===== config.mk =====
export PLATFORM = sky130hd
export DESIGN_NAME = mem_port_arbiter
export DESIGN_NICKNAME = d
export VERILOG_FILES = /design/src/rtl/mem_port_arbiter.sv
export SDC_FILE = /design/constraint.sdc
export NUM_CORES = 1
export LEC_CHECK = 0
export ABC_AREA = 1
export CAP_MARGIN = 20
export CORE_MARGIN = 2
export CORE_UTILIZATION = 41
export DETAILED_ROUTE_END_ITERATION = 12
export PLACE_DENSITY = 0.81
export SYNTH_ARGS = -nofsm -noshare
export SYNTH_HDL_FRONTEND = slang
export SYNTH_SLANG_ARGS = --single-unit

===== constraint.sdc =====
create_clock -name clk -period 6.3 [get_ports clk]
set_input_delay 1.26 -clock clk [delete_from_list [all_inputs] [get_ports clk]]
set_output_delay 1.26 -clock clk [all_outputs]
set_load 0.01 [all_outputs]

===== src/rtl/mem_port_arbiter.sv =====
// Arbitrates one variable-latency memory bus between instruction fetch and the data port.
// Optional fetch starvation guard: define ARB_FETCH_STARVE_GUARD_EN.
module mem_port_arbiter #(
  parameter int unsigned AW         = 32,
  parameter int unsigned DW         = 32,
  parameter int unsigned STARVE_LIM = 4
) (
  input  logic            clk,
  input  logic            rst,
  input  logic            if_req,
  input  logic [AW-1:0]   if_addr,
  output logic [DW-1:0]   if_rdata,
  output logic            if_ack,
  input  logic            d_req,
  input  logic            d_we,
  input  logic [AW-1:0]   d_addr,
  input  logic [DW-1:0]   d_wdata,
  input  logic [DW/8-1:0] d_be,
  output logic [DW-1:0]   d_rdata,
  output logic            d_ack,
  output logic            m_req,
  output logic            m_we,
  output logic [AW-1:0]   m_addr,
  output logic [DW-1:0]   m_wdata,
  output logic [DW/8-1:0] m_be,
  input  logic [DW-1:0]   m_rdata,
  input  logic            m_ack,
  output logic            stall_if,
  output logic            stall_mem
);

  localparam int unsigned BW = DW / 8;

  localparam logic [1:0] S_IDLE    = 2'd0;
  localparam logic [1:0] S_BUSY_IF = 2'd1;
  localparam logic [1:0] S_BUSY_D  = 2'd2;

  logic [1:0]    state_q,    state_d;
  logic          m_req_q,    m_req_d;
  logic          m_we_q,     m_we_d;
  logic [AW-1:0] m_addr_q,   m_addr_d;
  logic [DW-1:0] m_wdata_q,  m_wdata_d;
  logic [BW-1:0] m_be_q,     m_be_d;
  logic          if_ack_q,   if_ack_d;
  logic          d_ack_q,    d_ack_d;
  logic [DW-1:0] if_rdata_q, if_rdata_d;
  logic [DW-1:0] d_rdata_q,  d_rdata_d;
  logic          grant_data;

`ifdef ARB_FETCH_STARVE_GUARD_EN
  logic [2:0] starve_q, starve_d;
  logic       starve_hit;

  // Once the data port has won STARVE_LIM times in a row over a waiting fetch, fetch wins next.
  assign starve_hit = (starve_q >= 3'(STARVE_LIM));
  assign grant_data = d_req & ~(starve_hit & if_req);

  always_comb begin
    starve_d = starve_q;
    if (state_q == S_IDLE) begin
      if (grant_data) begin
        if (!if_req)                starve_d = 3'd0;
        else if (starve_q != 3'd7)  starve_d = starve_q + 3'd1;
      end else if (if_req) begin
        starve_d = 3'd0;
      end
    end
  end

  always_ff @(posedge clk or posedge rst) begin
    if (rst) starve_q <= 3'd0;
    else     starve_q <= starve_d;
  end
`else
  logic [31:0] unused_starve_lim;

  assign unused_starve_lim = 32'(STARVE_LIM);
  assign grant_data        = d_req;
`endif

  always_comb begin
    state_d    = state_q;
    m_req_d    = m_req_q;
    m_we_d     = m_we_q;
    m_addr_d   = m_addr_q;
    m_wdata_d  = m_wdata_q;
    m_be_d     = m_be_q;
    if_ack_d   = 1'b0;
    d_ack_d    = 1'b0;
    if_rdata_d = if_rdata_q;
    d_rdata_d  = d_rdata_q;
    case (state_q)
      S_IDLE: begin
        if (grant_data) begin
          m_req_d   = 1'b1;
          m_we_d    = d_we;
          m_addr_d  = d_addr;
          m_wdata_d = d_wdata;
          m_be_d    = d_be;
          state_d   = S_BUSY_D;
        end else if (if_req) begin
          m_req_d  = 1'b1;
          m_we_d   = 1'b0;
          m_addr_d = if_addr;
          m_be_d   = '0;
          state_d  = S_BUSY_IF;
        end
      end
      S_BUSY_IF: begin
        if (m_ack) begin
          m_req_d    = 1'b0;
          if_rdata_d = m_rdata;
          if_ack_d   = 1'b1;
          state_d    = S_IDLE;
        end
      end
      S_BUSY_D: begin
        if (m_ack) begin
          m_req_d = 1'b0;
          if (!m_we_q) d_rdata_d = m_rdata;
          d_ack_d = 1'b1;
          state_d = S_IDLE;
        end
      end
      default: begin
        m_req_d = 1'b0;
        state_d = S_IDLE;
      end
    endcase
  end

  always_ff @(posedge clk or posedge rst) begin
    if (rst) begin
      state_q    <= S_IDLE;
      m_req_q    <= 1'b0;
      m_we_q     <= 1'b0;
      m_addr_q   <= '0;
      m_wdata_q  <= '0;
      m_be_q     <= '0;
      if_ack_q   <= 1'b0;
      d_ack_q    <= 1'b0;
      if_rdata_q <= '0;
      d_rdata_q  <= '0;
    end else begin
      state_q    <= state_d;
      m_req_q    <= m_req_d;
      m_we_q     <= m_we_d;
      m_addr_q   <= m_addr_d;
      m_wdata_q  <= m_wdata_d;
      m_be_q     <= m_be_d;
      if_ack_q   <= if_ack_d;
      d_ack_q    <= d_ack_d;
      if_rdata_q <= if_rdata_d;
      d_rdata_q  <= d_rdata_d;
    end
  end

  assign m_req    = m_req_q;
  assign m_we     = m_we_q;
  assign m_addr   = m_addr_q;
  assign m_wdata  = m_wdata_q;
  assign m_be     = m_be_q;
  assign if_ack   = if_ack_q;
  assign d_ack    = d_ack_q;
  assign if_rdata = if_rdata_q;
  assign d_rdata  = d_rdata_q;

  // Stalls release in the ack cycle so the pipeline register captures the result.
  assign stall_if  = if_req & ~if_ack_q;
  assign stall_mem = d_req & ~d_ack_q;

endmodule


==> run summary <==
The number of buffer cells added on primary ports works out to 275. The run gives 0.3198 as the worst slew margin relative to its limit. The number of setup buffers added after CTS was 0; the total routing usage reported by global routing was 0.2227. The flow ran to the end, and the final reports show no timing, DRC or antenna violations. Clock tree synthesis selected as its root buffer the cell clkbuf_16.

The logs give 5,111 for the via count of the first global-routing pass and 0.004540 µW for the static leakage. The highest layer touched by signal routing is met4. The number of standard cells after synthesis was 668. The wire-length estimate of the detail-placed layout is 11,380 µm.

The aggregate negative setup slack is 0 ns, and the met1 layer wirelength in the final routing is 6463 µm. The tools report the final worst-path setup slack as 1.881 ns. The first detailed-routing pass took 4 iterations. The final cycle utilization of the critical path came out at 0.7015.

Counting distinct cell types in the post-synthesis netlist gives 16. The number of antenna diodes in the final layout is 0. The cell area that synthesis handed to floorplanning was 5659 µm².

Ratio of cells with drive above 1 in the final layout: 0.05614. During I/O placement, the number of pins put on the boundary was 276. For the worst setup path, the data arrival time is 3.16 ns. For the data required time of the critical path, the log shows 5.04 ns. The floorplan has 42 rows. The tools report the maximum number of pins on one net before global-route repair as 102. The total overflow left after global routing is 0. At the later pin of the worst-skew pair, clock insertion delay measures 0.42 ns. The worst setup path is launched from an input port.

Setup repair after global routing left no endpoint under its margin. TritonCTS built the clock tree. A synthesized cell averages 8.472 µm². Share of synthesized area occupied by flip-flops and latches: 0.6102.

The maximum clock path buffer count is 2, and the share of the synthesized area in the top cell type is 0.6102. Leading cell type in the layout, fill and taps excluded: nand2_1. The tools report the post-detailed-route count of antenna-violating nets as 0. Leaving out fill and tap cells, the most frequent cells in the layout are 367 x nand2_1, 275 x clkdlybuf4s50_1, 138 x dfrtp_1. The region available for standard cell placement spans 13,350 µm².

The synthesized design contains 138 register bits. After the first detailed-routing iteration, the DRC count stood at 252. For the final hold violation count, the log shows 0.

Setup violations remaining at the end of the flow were counted as 0. In this run, post-CTS hold repair placed 0 buffers. Relative to the synthesized area, the layout overhead comes to 61.71%. The logs give 1.890 ns for the worst slack at placement and 5,207 for the vias after detailed routing. The H-tree was split into 4 levels.

The run gives 0 as the count of final max-slew check failures. The die is 121.5 µm tall. The overall die area is 14,760 µm², and the total routed wirelength is 16,300 µm. The initial standard-cell utilization of the core was 0.4240; the power per cell area was 482.2 nW/µm². The tools report the initial antenna violation count as 0. The width of the chip works out to 121.5 µm. For the final database, setup skew stands at 0.005354 ns.

The maximum vdd drop came out at 0.3143 mV. The number of instances resized during post-cts repair is 0, and the met2 routed wirelength is 7772 µm. The smallest clock period supported by the final layout is computed as 4.419 ns. The met3 wire length is 1601 µm, and the number of remaining DRC errors is 0.

The synthesized design spends more area on one cell type than any other, namely dfrtp_1. The run gives 0.2263 GHz as the peak clock frequency supported by timing. For the layout net count, the log shows 1,073.

The worst setup path is captured at a primary output. The clock net in this run drives a total of 138 sinks. The logs give 0.7852 for the final RePlAce weighted congestion and 809 for the net count of the mapped netlist. Counting the buffers created by CTS gives 17. The tightest hold path in the finished design has a slack of 0.4741 ns. The first global-routing pass estimated 25,340 µm of wire. After clock tree synthesis, the clock-pin slew on the worst setup and hold paths is 0.05 ns.

In the post-synthesis netlist, the biggest area contributors are dfrtp_1 61%, nand2_1 24%, o21ai_0 5.7%. The min-delay analysis places its worst path in the category register to register. The routed via count divided by cell count is 4.649, and the maximum fanout along the worst path is 36. The number of violations of the max-capacitance limit was 0. Slew at the pin closest to its max-slew limit: 1.017 ns. The critical path in this run is classified as input port to primary output.

Overall power consumption after layout is estimated at 4413 µW. Dividing the detail-routed wire length by the instance count gives 14.56 µm. Yosys printed 0 warnings.
==> critical path, cell delays in order <==
cell and delay, ns:
clkdlybuf4s50_1 0.45, buf_4 0.35, inv_2 0.34, nor2_1 0.17
clkdlybuf4s50_1 0.55
==> cells in the mapped netlist <==
master / number
buf_6: 2
nor2_1: 3
nand2_2: 12
buf_2: 14
inv_2: 3
clkbuf_1: 14
ha_1: 3
o21ai_0: 65
buf_4: 2
nand4_1: 1
nor2_4: 1
dfrtp_1: 138
o21ai_4: 1
nand2_1: 368
inv_1: 40
buf_12: 1
==> registers in the layout (all words and copies together), names as in the netlist <==
name,count
m_addr,32
if_ack,1
d_rdata,32
m_req,1
m_we,1
if_rdata,32
d_ack,1
state_q,2
m_wdata,32
m_be,4
==> metrics by stage <==
stage / utilization / cell area (µm²) / instances
3_5_place_dp: 0.6349 / 8474 / 1088
3_3_place_gp: 0.6349 / 8474 / 1088
4_1_cts: 0.6835 / 9124 / 1119
6_report: 0.6856 / 9151 / 1120
5_1_grt: 0.6856 / 9151 / 1120
2_1_floorplan: - / 5659 / 668
==> cells by family (layout without fill, tap and decap cells) <==
logic type,after synthesis,count (layout),share of synthesized area
buffers and inverters,76,352,0.06036
adders and majority gates,3,3,0.006633
DFF,138,138,0.6102
AOI/OAI and AO/OA,66,66,0.06036
and+or+nand+nor,385,385,0.2624
==> layer usage <==
layer | global-route usage | vias up
met5 | 0 | -
met4 | 0.09411 | 0
met3 | 0.08788 | 36
met2 | 0.3638 | 215
met1 | 0.2612 | 2402
li1 | - | 2554
==> power by group <==
group          total, µW  internal, µW  switching, µW
clock network       1090           719            367
logic               1810           954            858
registers           1520          1290            221
total               4410          2970           1450
==> layout make-up <==
| type | count | area, µm² |
|---|---|---|
| Sequential cell | 138 | 3453 |
| Timing Repair Buffer | 278 | 2795 |
| Fill cell | 1051 | 4197 |
| Tap cell | 176 | 220.2 |
| Clock inverter | 12 | 196.4 |
| Inverter | 43 | 166.4 |
| Multi-Input combinational cell | 454 | 1867 |
| Clock buffer | 19 | 452.9 |
==> path summary, 6_finish.rpt <==
kind,startpoint,endpoint,slack [ns],cells past startpoint
setup / recovery,d_req,stall_mem,1.88,5
hold / removal,m_req$_DFFE_PP0P_,m_req$_DFFE_PP0P_,0.47,2
setup reg to reg,state_q[1]$_DFFE_PP0P_,m_wdata[10]$_DFFE_PP0P_,3.99,6
hold reg to reg,m_req$_DFFE_PP0P_,m_req$_DFFE_PP0P_,0.47,2
max in group asynchronous,rst,if_rdata[21]$_DFFE_PP0P_,3.81,3
min in group asynchronous,rst,if_rdata[22]$_DFFE_PP0P_,1.41,2
No activity file was read; power rests on OpenSTA's default activity.
